--- src/rtl/muldiv_unit_if.sv ---
// Request/response bundle between the EX-stage issue logic and muldiv_unit.
// The master drives operations and MTHI/MTLO writes; the slave returns busy/done and HI/LO.
interface muldiv_unit_if #(
  parameter int unsigned WIDTH = 32
);
  logic             start;
  logic [1:0]       op;
  logic [WIDTH-1:0] src_a;
  logic [WIDTH-1:0] src_b;
  logic             flush;
  logic             hi_we;
  logic             lo_we;
  logic [WIDTH-1:0] wdata;
  logic             busy;
  logic             done;
  logic [WIDTH-1:0] hi;
  logic [WIDTH-1:0] lo;

  modport master (
    output start, op, src_a, src_b, flush, hi_we, lo_we, wdata,
    input  busy, done, hi, lo
  );

  modport slave (
    input  start, op, src_a, src_b, flush, hi_we, lo_we, wdata,
    output busy, done, hi, lo
  );
endinterface

--- src/rtl/muldiv_unit.sv ---
// Iterative MULT/MULTU/DIV/DIVU unit (one bit per cycle) with HI/LO and MTHI/MTLO writes.
// Define MULDIV_FAST_MUL_EN to compute products in a single cycle; divides stay iterative.
module muldiv_unit #(
  parameter int unsigned WIDTH = 32,
  parameter int unsigned CNT_W = 6
) (
  input logic         clk,
  input logic         rst,
  muldiv_unit_if.slave bus
);

  localparam logic [1:0] StIdle = 2'd0;
  localparam logic [1:0] StRun  = 2'd1;
  localparam logic [1:0] StFix  = 2'd2;

  localparam logic [CNT_W-1:0] LastIter = CNT_W'(WIDTH - 1);

  logic [1:0]       state_q, state_d;
  logic [CNT_W-1:0] cnt_q, cnt_d;
  // Shared accumulator: {acc_hi, acc_lo} is the product for multiply,
  // {remainder, dividend/quotient shift register} for divide.
  logic [WIDTH-1:0] acc_hi_q, acc_hi_d;
  logic [WIDTH-1:0] acc_lo_q, acc_lo_d;
  logic [WIDTH-1:0] opb_q, opb_d;
  logic             is_div_q, is_div_d;
  logic             neg_lo_q, neg_lo_d;
  logic             neg_hi_q, neg_hi_d;
  logic             dz_q, dz_d;
  logic [WIDTH-1:0] hi_q, hi_d;
  logic [WIDTH-1:0] lo_q, lo_d;
  logic             done_q, done_d;

  logic             is_signed;
  logic             a_neg, b_neg;
  logic [WIDTH-1:0] a_mag, b_mag;
  logic             launch;

  logic [WIDTH:0]     mul_sum;
  logic [WIDTH:0]     div_shift;
  logic [WIDTH:0]     div_diff;
  logic [2*WIDTH-1:0] prod_mag;
  logic [2*WIDTH-1:0] prod_res;
  logic [WIDTH-1:0]   quo_res;
  logic [WIDTH-1:0]   rem_res;

`ifdef MULDIV_FAST_MUL_EN
  logic [2*WIDTH-1:0] fast_prod;
  assign fast_prod = {{WIDTH{1'b0}}, a_mag} * {{WIDTH{1'b0}}, b_mag};
`endif

  // Signed ops run on magnitudes; the sign is restored in StFix.
  assign is_signed = ~bus.op[0];
  assign a_neg     = is_signed & bus.src_a[WIDTH-1];
  assign b_neg     = is_signed & bus.src_b[WIDTH-1];
  assign a_mag     = a_neg ? (~bus.src_a + 1'b1) : bus.src_a;
  assign b_mag     = b_neg ? (~bus.src_b + 1'b1) : bus.src_b;
  assign launch    = (state_q == StIdle) & bus.start & ~bus.flush;

  assign mul_sum   = {1'b0, acc_hi_q} + (acc_lo_q[0] ? {1'b0, opb_q} : {(WIDTH + 1){1'b0}});
  assign div_shift = {acc_hi_q, acc_lo_q[WIDTH-1]};
  assign div_diff  = div_shift - {1'b0, opb_q};

  assign prod_mag  = {acc_hi_q, acc_lo_q};
  assign prod_res  = neg_lo_q ? (~prod_mag + 1'b1) : prod_mag;
  // A zero divisor leaves |dividend| as the remainder, so only the quotient needs overriding.
  assign quo_res   = dz_q ? {WIDTH{1'b1}} : (neg_lo_q ? (~acc_lo_q + 1'b1) : acc_lo_q);
  assign rem_res   = neg_hi_q ? (~acc_hi_q + 1'b1) : acc_hi_q;

  always_comb begin
    state_d  = state_q;
    cnt_d    = cnt_q;
    acc_hi_d = acc_hi_q;
    acc_lo_d = acc_lo_q;
    opb_d    = opb_q;
    is_div_d = is_div_q;
    neg_lo_d = neg_lo_q;
    neg_hi_d = neg_hi_q;
    dz_d     = dz_q;
    hi_d     = hi_q;
    lo_d     = lo_q;
    done_d   = 1'b0;

    case (state_q)
      StIdle: begin
        if (launch) begin
          acc_hi_d = '0;
          acc_lo_d = a_mag;
          opb_d    = b_mag;
          is_div_d = bus.op[1];
          neg_lo_d = a_neg ^ b_neg;
          neg_hi_d = a_neg;
          dz_d     = bus.op[1] & (bus.src_b == '0);
          cnt_d    = '0;
          state_d  = StRun;
`ifdef MULDIV_FAST_MUL_EN
          if (!bus.op[1]) begin
            acc_hi_d = fast_prod[2*WIDTH-1:WIDTH];
            acc_lo_d = fast_prod[WIDTH-1:0];
            state_d  = StFix;
          end
`endif
        end else begin
          if (bus.hi_we) hi_d = bus.wdata;
          if (bus.lo_we) lo_d = bus.wdata;
        end
      end

      StRun: begin
        if (is_div_q) begin
          // Restoring step: keep the trial difference only when it did not borrow.
          if (!div_diff[WIDTH]) begin
            acc_hi_d = div_diff[WIDTH-1:0];
          end else begin
            acc_hi_d = div_shift[WIDTH-1:0];
          end
          acc_lo_d = {acc_lo_q[WIDTH-2:0], ~div_diff[WIDTH]};
        end else begin
          acc_hi_d = mul_sum[WIDTH:1];
          acc_lo_d = {mul_sum[0], acc_lo_q[WIDTH-1:1]};
        end
        cnt_d = cnt_q + 1'b1;
        if (cnt_q == LastIter) state_d = StFix;
      end

      StFix: begin
        if (is_div_q) begin
          lo_d = quo_res;
          hi_d = rem_res;
        end else begin
          hi_d = prod_res[2*WIDTH-1:WIDTH];
          lo_d = prod_res[WIDTH-1:0];
        end
        done_d  = 1'b1;
        state_d = StIdle;
      end

      default: state_d = StIdle;
    endcase

    // Abort in flight: drop the result; idle MTHI/MTLO writes still land.
    if (bus.flush && (state_q != StIdle)) begin
      state_d = StIdle;
      done_d  = 1'b0;
      hi_d    = hi_q;
      lo_d    = lo_q;
    end
  end

  always_ff @(posedge clk) begin
    if (rst) begin
      state_q  <= StIdle;
      cnt_q    <= '0;
      acc_hi_q <= '0;
      acc_lo_q <= '0;
      opb_q    <= '0;
      is_div_q <= 1'b0;
      neg_lo_q <= 1'b0;
      neg_hi_q <= 1'b0;
      dz_q     <= 1'b0;
      hi_q     <= '0;
      lo_q     <= '0;
      done_q   <= 1'b0;
    end else begin
      state_q  <= state_d;
      cnt_q    <= cnt_d;
      acc_hi_q <= acc_hi_d;
      acc_lo_q <= acc_lo_d;
      opb_q    <= opb_d;
      is_div_q <= is_div_d;
      neg_lo_q <= neg_lo_d;
      neg_hi_q <= neg_hi_d;
      dz_q     <= dz_d;
      hi_q     <= hi_d;
      lo_q     <= lo_d;
      done_q   <= done_d;
    end
  end

  assign bus.busy = (state_q != StIdle);
  assign bus.done = done_q;
  assign bus.hi   = hi_q;
  assign bus.lo   = lo_q;

endmodule

--- src/flat_wrapper.sv ---
// flat-port wrapper written by rule: the top's interface ports become plain ports
module muldiv_unit_flat 
#(
  parameter int unsigned WIDTH = 32,
  parameter int unsigned CNT_W = 6
)
  (clk, rst, bus_start, bus_op, bus_src_a, bus_src_b, bus_flush, bus_hi_we, bus_lo_we, bus_wdata, bus_busy, bus_done, bus_hi, bus_lo);
  muldiv_unit_if #(.WIDTH(WIDTH)) bus_i ();
  input logic clk;
  input logic rst;
  input wire logic [$bits(bus_i.start)-1:0] bus_start;
  input wire logic [$bits(bus_i.op)-1:0] bus_op;
  input wire logic [$bits(bus_i.src_a)-1:0] bus_src_a;
  input wire logic [$bits(bus_i.src_b)-1:0] bus_src_b;
  input wire logic [$bits(bus_i.flush)-1:0] bus_flush;
  input wire logic [$bits(bus_i.hi_we)-1:0] bus_hi_we;
  input wire logic [$bits(bus_i.lo_we)-1:0] bus_lo_we;
  input wire logic [$bits(bus_i.wdata)-1:0] bus_wdata;
  output wire logic [$bits(bus_i.busy)-1:0] bus_busy;
  output wire logic [$bits(bus_i.done)-1:0] bus_done;
  output wire logic [$bits(bus_i.hi)-1:0] bus_hi;
  output wire logic [$bits(bus_i.lo)-1:0] bus_lo;
  assign bus_i.start = bus_start;
  assign bus_i.op = bus_op;
  assign bus_i.src_a = bus_src_a;
  assign bus_i.src_b = bus_src_b;
  assign bus_i.flush = bus_flush;
  assign bus_i.hi_we = bus_hi_we;
  assign bus_i.lo_we = bus_lo_we;
  assign bus_i.wdata = bus_wdata;
  assign bus_busy = bus_i.busy;
  assign bus_done = bus_i.done;
  assign bus_hi = bus_i.hi;
  assign bus_lo = bus_i.lo;
  muldiv_unit #(.WIDTH(WIDTH), .CNT_W(CNT_W)) u_core (.clk(clk), .rst(rst), .bus(bus_i));
endmodule
--- config.mk ---
export PLATFORM = sky130hd
export DESIGN_NAME = muldiv_unit_flat
export DESIGN_NICKNAME = d
export VERILOG_FILES = /design/src/rtl/muldiv_unit_if.sv /design/src/rtl/muldiv_unit.sv /design/src/flat_wrapper.sv
export SDC_FILE = /design/constraint.sdc
export NUM_CORES = 1
export LEC_CHECK = 0
export CORE_UTILIZATION = 28
export DETAILED_ROUTE_END_ITERATION = 8
export GPL_TIMING_DRIVEN = 0
export PLACE_DENSITY = 0.46
export SLEW_MARGIN = 20
export SYNTH_ARGS = -nofsm -noshare
export SYNTH_HDL_FRONTEND = slang
export SYNTH_SLANG_ARGS = --single-unit
--- constraint.sdc ---
create_clock -name clk -period 7.75 [get_ports clk]
set_input_delay 1.1625 -clock clk [delete_from_list [all_inputs] [get_ports clk]]
set_output_delay 1.1625 -clock clk [all_outputs]
set_load 0.005 [all_outputs]
==> results of run 1 <==
==> kinds of logic after synthesis <==
group	count (synthesis)	synth area share, %
AND/OR/NAND/NOR	642	21.0
XOR/XNOR	163	10.2
flip-flops	173	24.7
multiplexers	42	3.02
AO/OA/AOI/OAI	625	29.4
buffers and inverters	194	5.26
adder cells (fa/ha/maj)	71	6.45
==> area by class of cell <==
cell class                      count  area, sq um
Buffer                            132          504
Clock buffer                       17          425
Clock inverter                     15          198
Fill cell                        5313        32000
Inverter                           62          233
Multi-Input combinational cell   1543         9830
Sequential cell                   173         3460
Tap cell                          664          831
Timing Repair Buffer              171         1710
==> worst max path at each step <==
stage	startpoint	endpoint	slack, ns	depth (start not counted)
floorplan	u_core.acc_lo_q[31]	u_core.acc_hi_q[24]	4.19	14
global placement	u_core.acc_lo_q[31]	u_core.acc_hi_q[31]	1.83	14
detailed placement	u_core.acc_lo_q[31]	u_core.acc_hi_q[31]	2.48	15
CTS	u_core.acc_lo_q[31]	u_core.acc_hi_q[31]	2.42	15
global route	u_core.acc_lo_q[31]	u_core.acc_hi_q[31]	2.03	15
finish	u_core.acc_lo_q[31]	u_core.acc_hi_q[31]	2.29	15
==> power by group <==
part / internal, mW / switching [mW] / leakage, nW
clock network: 0.465 / 0.473 / 0.295
logic: 0.302 / 0.474 / 4.86
registers: 0.938 / 0.0471 / 1.42
==> metal layers <==
layer	up-vias	track usage, %	part of all wire, %
met3	61	3.94	5.7
met1	7357	34.0	49
met4	0	6.61	1.9
li1	7322	-	-
met5	-	0	0
met2	443	37.0	44
==> flip-flops by register name (all words and copies together), names as in the netlist <==
register / count
u_core.acc_hi_q: 32
u_core.acc_lo_q: 32
u_core.bus.done: 1
u_core.bus.hi: 32
u_core.bus.lo: 32
u_core.cnt_q: 6
u_core.dz_q: 1
u_core.is_div_q: 1
u_core.neg_hi_q: 1
u_core.neg_lo_q: 1
u_core.opb_q: 32
u_core.state_q: 2
==> cells in the mapped netlist (8+ instances only) <==
cell and count:
sky130_fd_sc_hd__mux2i_1 40, sky130_fd_sc_hd__a21o_1 43, sky130_fd_sc_hd__nor3_1 38, sky130_fd_sc_hd__clkbuf_1 121, sky130_fd_sc_hd__nor2_1 210, sky130_fd_sc_hd__nand2_1 206
sky130_fd_sc_hd__o41ai_1 12, sky130_fd_sc_hd__ha_1 69, sky130_fd_sc_hd__nand2b_1 27, sky130_fd_sc_hd__a21oi_1 166, sky130_fd_sc_hd__or4_1 12, sky130_fd_sc_hd__o31ai_1 20
sky130_fd_sc_hd__nand4_1 13, sky130_fd_sc_hd__buf_1 9, sky130_fd_sc_hd__nand3_1 28, sky130_fd_sc_hd__a311oi_1 9, sky130_fd_sc_hd__a22oi_1 15, sky130_fd_sc_hd__inv_1 61
sky130_fd_sc_hd__a211oi_1 105, sky130_fd_sc_hd__nor2b_1 16, sky130_fd_sc_hd__dfxtp_1 173, sky130_fd_sc_hd__o21ai_0 122, sky130_fd_sc_hd__xnor2_1 82, sky130_fd_sc_hd__nor4_1 24
sky130_fd_sc_hd__and3_1 9, sky130_fd_sc_hd__o221ai_1 37, sky130_fd_sc_hd__a31oi_1 24, sky130_fd_sc_hd__xor2_1 81, sky130_fd_sc_hd__or2_2 8, sky130_fd_sc_hd__or3_1 24
sky130_fd_sc_hd__and2_1 12
==> per-stage QoR <==
stage               cells  utilization, %  power, mW  hold WS (ns)  instance area, sq um
floorplan            1910               -       1.44         0.432                 14000
global placement     2743            33.6       1.76         0.444                 16500
detailed placement   2745            33.7       1.77         0.443                 16600
CTS                  2777            35.0       2.70         0.456                 17200
global route         2777            35.0       2.81         0.477                 17200
finish               2777            35.0       2.70         0.456                 17200
==> worst max-delay path, cell delays in order, from the launching register on <==
cell and delay (ns):
sky130_fd_sc_hd__dfxtp_1 0.31, sky130_fd_sc_hd__clkbuf_1 0.52, sky130_fd_sc_hd__inv_1 0.20, sky130_fd_sc_hd__ha_1 0.27
sky130_fd_sc_hd__fa_1 0.41, sky130_fd_sc_hd__nand2b_1 0.19, sky130_fd_sc_hd__a211oi_1 0.53, sky130_fd_sc_hd__o21a_1 0.39
sky130_fd_sc_hd__o211ai_1 0.19, sky130_fd_sc_hd__nand4_1 0.19, sky130_fd_sc_hd__a21oi_1 0.11, sky130_fd_sc_hd__nor3_2 0.45
sky130_fd_sc_hd__buf_4 0.26, sky130_fd_sc_hd__clkbuf_1 0.73, sky130_fd_sc_hd__nand3_1 0.34, sky130_fd_sc_hd__a31oi_1 0.27
==> impl_metrics.csv, run 1 <==
group,metric,value,unit
global_route,grt_antenna_before_repair,0,
sta,rsz_0062_raised_after_global_routing,"false",
min_path,min-delay-start,"u_core.bus.lo[26]",
cells_and_area,design.final.nets,2275,
logic_synthesis,ys_seq_elements,173,
min_path,holdCritPathClass,"register to register",
drt,route.detailed.drc,0,
drt,firstDrtPassIters,6,
sta,max_freq,0.183,GHz
global_route,grt_max_degree,20,
outcome,run_status,"complete, no violations",
flow_run,max_cap_viols,0,
place,place.port_buffers,169,
sta,worst_slew_pin_slew,1.15,ns
worst_setup_path,r2r_cells,15,
drt,vias_per_cell,5.47,
place,dp.final_hpwl,49400,microns
power,pwr_density_cell,157,nW/um^2
sta,final-setup-viol-count,0,
cells_and_area,drive_gt1_share,2.79,%
clock_network,tritoncts_clock_tree,"done",
drt,detailroute.via_count,15200,
logic_synthesis,post_synth_main_area_contributors,"sky130_fd_sc_hd__dfxtp_1 25%, sky130_fd_sc_hd__ha_1 6.2%, sky130_fd_sc_hd__a21oi_1 5.9%",
clock_network,post_cts.repair.setup_buffers,0,
place,gpl.final_weighted_congestion,0.944,
worst_setup_path,critical_path_arrival,5.88,ns
floorplanning,die-width,226,microns
clock_network,worst_setup_hold_path_clk_slew,0.08,ns
power,max-vdd-ir-drop,192,uV
drt,route.antenna.remaining_nets,0,
worst_setup_path,start_of_the_worst_register_to_register_path,"u_core.acc_lo_q[31]",
logic_synthesis,synthDominantCellAreaShare,24.7,%
logic_synthesis,yosys_warnings,0,
clock_network,numCtsBuffers,17,
drt,route.final.wire_length,61300,microns
place,dp_slack,2.48,ns
power,total_leakage_power,6.57,nW
logic_synthesis,yosysTopAreaCell,"sky130_fd_sc_hd__dfxtp_1",
worst_setup_path,critical_path.endpoint_type,"register",
worst_setup_path,worstPathRequired,8.17,ns
logic_synthesis,average_cell_area_after_synthesis,7.34,sq um
global_route,grt_pass1_wl,91200,microns
logic_synthesis,postSynth.topFlopCell,"sky130_fd_sc_hd__dfxtp_1",
floorplanning,design.portCount,170,
worst_setup_path,timing.critical_path.fanout_max,10,
drt,routed_wire_length_per_instance,22.1,microns
floorplanning,core-area,49200,sq um
cells_and_area,ant_cells,0,
logic_synthesis,syn_inst,1910,
sta,final_critical_path_setup_slack,2.29,ns
floorplanning,initial_core_util,28.5,%
logic_synthesis,synth_sequential_area_ratio,24.7,%
clock_network,worstSkewPairLatency,0.51,ns
sta,period_minus_slack,5.46,ns
global_route,globalRouteTotalUtil,24.0,%
clock_network,cts_root_buf,"sky130_fd_sc_hd__clkbuf_16",
logic_synthesis,ys_async_sr_fraction,0,%
sta,slew_headroom,22.4,%
floorplanning,dieArea,51000,sq um
floorplanning,fp.dieH,226,microns
logic_synthesis,synth_cell_types,76,
cells_and_area,area_growth_syn_to_layout,22.6,%
drt,drtIter0Drc,1291,
cells_and_area,layout.cells.most_common,"sky130_fd_sc_hd__nor2_1",
min_path,timing.hold.worst_path_depth,2,
sta,fin_crit_sh,70.5,%
cells_and_area,final_cell_mix,"210 x sky130_fd_sc_hd__nor2_1, 206 x sky130_fd_sc_hd__nand2_1, 173 x sky130_fd_sc_hd__dfxtp_1",
clock_network,holdBufCountCts,0,
worst_setup_path,path_class,"register to register",
logic_synthesis,syn-cell-area,14000,sq um
floorplanning,placementRows,81,
sta,hold_viol_final,0,
clock_network,cts_buffer_depth,2,
sta,timing.setup.tns,0,ns
sta,final.setup_skew,0.0257,ns
worst_setup_path,setup.worst_path.start_class,"register",
clock_network,clock_sink_count,173,
min_path,hold-path-endpoint,"u_core.bus.lo[26]",
logic_synthesis,synth_edf_count,0,
clock_network,htree_num_levels,4,
worst_setup_path,regToRegEndpoint,"u_core.acc_hi_q[31]",
clock_network,post_cts_resized,0,
worst_setup_path,r2r_setup_slack,2.29,ns
sta,finalMaxSlewViolations,0,
logic_synthesis,synth_fp_nets,2085,
global_route,grt_overflow_total,0,
global_route,grt_pass1_vias,14600,
Power figures use the tool's default switching activity.
==> inputs of run 2 (changes only) <==
--- a/config.mk
+++ b/config.mk
@@ -8,7 +8,7 @@
 export CORE_UTILIZATION = 28
 export DETAILED_ROUTE_END_ITERATION = 8
 export GPL_TIMING_DRIVEN = 0
-export PLACE_DENSITY = 0.46
+export PLACE_DENSITY = 0.47
 export SLEW_MARGIN = 20
 export SYNTH_ARGS = -nofsm -noshare
 export SYNTH_HDL_FRONTEND = slang
==> constraint.sdc (replaced) <==
create_clock -name clk -period 4.7 [get_ports clk]
set_input_delay 0.705 -clock clk [delete_from_list [all_inputs] [get_ports clk]]
set_output_delay 0.705 -clock clk [all_outputs]
set_load 0.005 [all_outputs]
==> run 2 against run 1 <==
Compared with the run above: clock skew fell by 0.0031 ns; final cell count about the same; sequential share of layout area about the same; design area is essentially flat; first-iteration DRC count is 9.4% higher; flip-flop and latch count did not move.
==> impl_metrics.csv, run 2 (same netlist as run 1, synthesis figures left out) <==
group,metric,value,unit
sta,worst_slew_pin_slew,0.938,ns
sta,finalMaxSlewViolations,0,
worst_setup_path,critical_path_arrival,4.88,ns
sta,rsz_0062_raised_after_global_routing,"false",
floorplanning,design.portCount,170,
place,dp.final_hpwl,49200,microns
floorplanning,dieArea,51000,sq um
clock_network,cts_buffer_depth,2,
drt,firstDrtPassIters,6,
sta,fin_crit_sh,96.4,%
worst_setup_path,critical_path.slowest_cell,"sky130_fd_sc_hd__nor4_1",
drt,routed_wire_length_per_instance,21.8,microns
worst_setup_path,worstPathRequired,5.05,ns
cells_and_area,filler_cell_count,5307,
global_route,grtUsageMet3,3.53,%
drt,route.antenna.remaining_nets,0,
worst_setup_path,timing.critical_path.buf_inv,2,
drt,route.detailed.drc,0,
drt,drtIter0Drc,1412,
global_route,top_usage_layer,"met2",
floorplanning,placementRows,81,
cells_and_area,area_growth_syn_to_layout,22.7,%
clock_network,cts_root_buf,"sky130_fd_sc_hd__clkbuf_16",
outcome,run_status,"complete, no violations",
sta,slew_headroom,37.4,%
cells_and_area,design.final.nets,2273,
drt,route.final.wire_length,60500,microns
clock_network,clock_sink_count,173,
cells_and_area,ant_cells,0,
worst_setup_path,timing.critical_path.fanout_max,10,
min_path,holdCritPathClass,"register to register",
worst_setup_path,path_class,"register to register",
global_route,grt_pass1_wl,90500,microns
sta,period_minus_slack,4.53,ns
floorplanning,die-width,226,microns
clock_network,tritoncts_clock_tree,"done",
sta,final.setup_skew,0.0226,ns
global_route,grt_pass1_vias,14400,
floorplanning,initial_core_util,28.5,%
worst_setup_path,crit_family,"compound AO/OA/AOI/OAI gates",
sta,final-setup-viol-count,0,
drt,detailroute.via_count,15200,
sta,timing.setup.tns,0,ns
clock_network,worstSkewPairLatency,0.50,ns
power,max-vdd-ir-drop,279,uV
power,flop_pwr_share,36.6,%
clock_network,worst_setup_hold_path_clk_slew,0.08,ns
worst_setup_path,r2r_setup_slack,0.17,ns
worst_setup_path,setup.worst_path.start_class,"register",
sta,hold_viol_final,0,
drt,vias_per_cell,5.47,
power,clockPowerShare,34.7,%
power,p_int,2.81,mW
cells_and_area,drive_gt1_share,3.13,%
global_route,globalRouteTotalUtil,23.7,%
global_route,gr-usage-met1,34.5,%
global_route,grt_overflow_total,0,
floorplanning,fp.dieH,226,microns
power,switching_share,36.7,%
global_route,grt_antenna_before_repair,0,
power,switchingPower,1.63,mW
worst_setup_path,slowest_delay,0.56,ns
power,total_leakage_power,6.58,nW
clock_network,htree_num_levels,4,
cells_and_area,layout.cells.most_common,"sky130_fd_sc_hd__nor2_1",
global_route,use_met2,36.0,%
power,power.combinational.fraction,28.7,%
place,gpl.final_weighted_congestion,0.929,
power,pwr_density_cell,259,nW/um^2
cells_and_area,final_cell_mix,"210 x sky130_fd_sc_hd__nor2_1, 206 x sky130_fd_sc_hd__nand2_1, 172 x sky130_fd_sc_hd__dfxtp_1",
global_route,grt_max_degree,20,
sta,max_freq,0.221,GHz
flow_run,max_cap_viols,0,
worst_setup_path,path_cells,"inv_1 -> clkbuf_1 -> ha_1 -> nor4b_1 -> nand4_1 -> nor4_1 -> a21boi_0 -> a211oi_2 -> a22oi_1 -> xnor2_1 -> a211oi_1 -> a21oi_1 -> nor2_1",
sta,hold-worst-slack,0.453,ns
place,place.port_buffers,169,
clock_network,numCtsBuffers,17,
floorplanning,core-area,49200,sq um
worst_setup_path,critical_path.endpoint_type,"register",
## run 2: what timing repair did
action	4_1_cts	5_1_grt
resized for setup	8	4
endpoints found under the setup margin	29	29
endpoints found under the hold margin	0	0
hold buffers	0	0
setup buffers	0	0
## run 2: worst paths after layout
path	start	endpoint	cells past startpoint
worst min register to register	u_core.bus.hi[27]	u_core.bus.hi[27]	2
worst max-delay path	u_core.acc_lo_q[0]	u_core.bus.hi[22]	13
worst max register to register	u_core.acc_lo_q[0]	u_core.bus.hi[22]	13
worst min-delay path	u_core.bus.hi[27]	u_core.bus.hi[27]	2
## run 2: per-layer routing
metal,vias to the layer above,share of wire [%]
met4,0,1.6
met2,499,43
li1,7334,-
met1,7287,49
met3,65,6.1
met5,-,0
## run 2: layout make-up
| class | count | area, sq um | area share (%) |
|---|---|---|---|
| plain buffers | 131 | 507 | 2.95 |
| repair buffers | 170 | 1700 | 9.88 |
| well taps | 664 | 831 | 4.83 |
| flip-flops and latches | 173 | 3460 | 20.1 |
| clock buffers | 17 | 425 | 2.47 |
| clock inverters | 15 | 196 | 1.14 |
| multi-input cells | 1543 | 9840 | 57.2 |
| inverters | 62 | 233 | 1.35 |
## run 2: metrics by stage
stage	worst slack (ns)	instances	instance area [sq um]	total power [mW]	util (%)
global route	0.0324	2775	17200	4.64	35.0
finish	0.169	2775	17200	4.45	35.0
detailed placement	-0.644	2744	16600	2.91	33.7
global placement	-0.913	2743	16500	2.90	33.6
CTS	0.0809	2775	17200	4.46	35.0
floorplan	1.14	1910	14000	2.38	-
## run 2: power by group through the flow
| stage | Combinational, mW | Clock, mW | Sequential (mW) |
|---|---|---|---|
| after floorplan | 0.745 | 0 | 1.63 |
| after global placement | 1.25 | 0 | 1.65 |
| after detailed placement | 1.25 | 0 | 1.66 |
| after CTS | 1.26 | 1.57 | 1.63 |
| after global routing | 1.38 | 1.62 | 1.64 |
| final | 1.28 | 1.54 | 1.63 |
## run 2: tightest hold or removal path: stages (launching register included)
cell	delay, ns
sky130_fd_sc_hd__dfxtp_1	0.31
sky130_fd_sc_hd__nand2_1	0.05
sky130_fd_sc_hd__o21ai_1	0.05
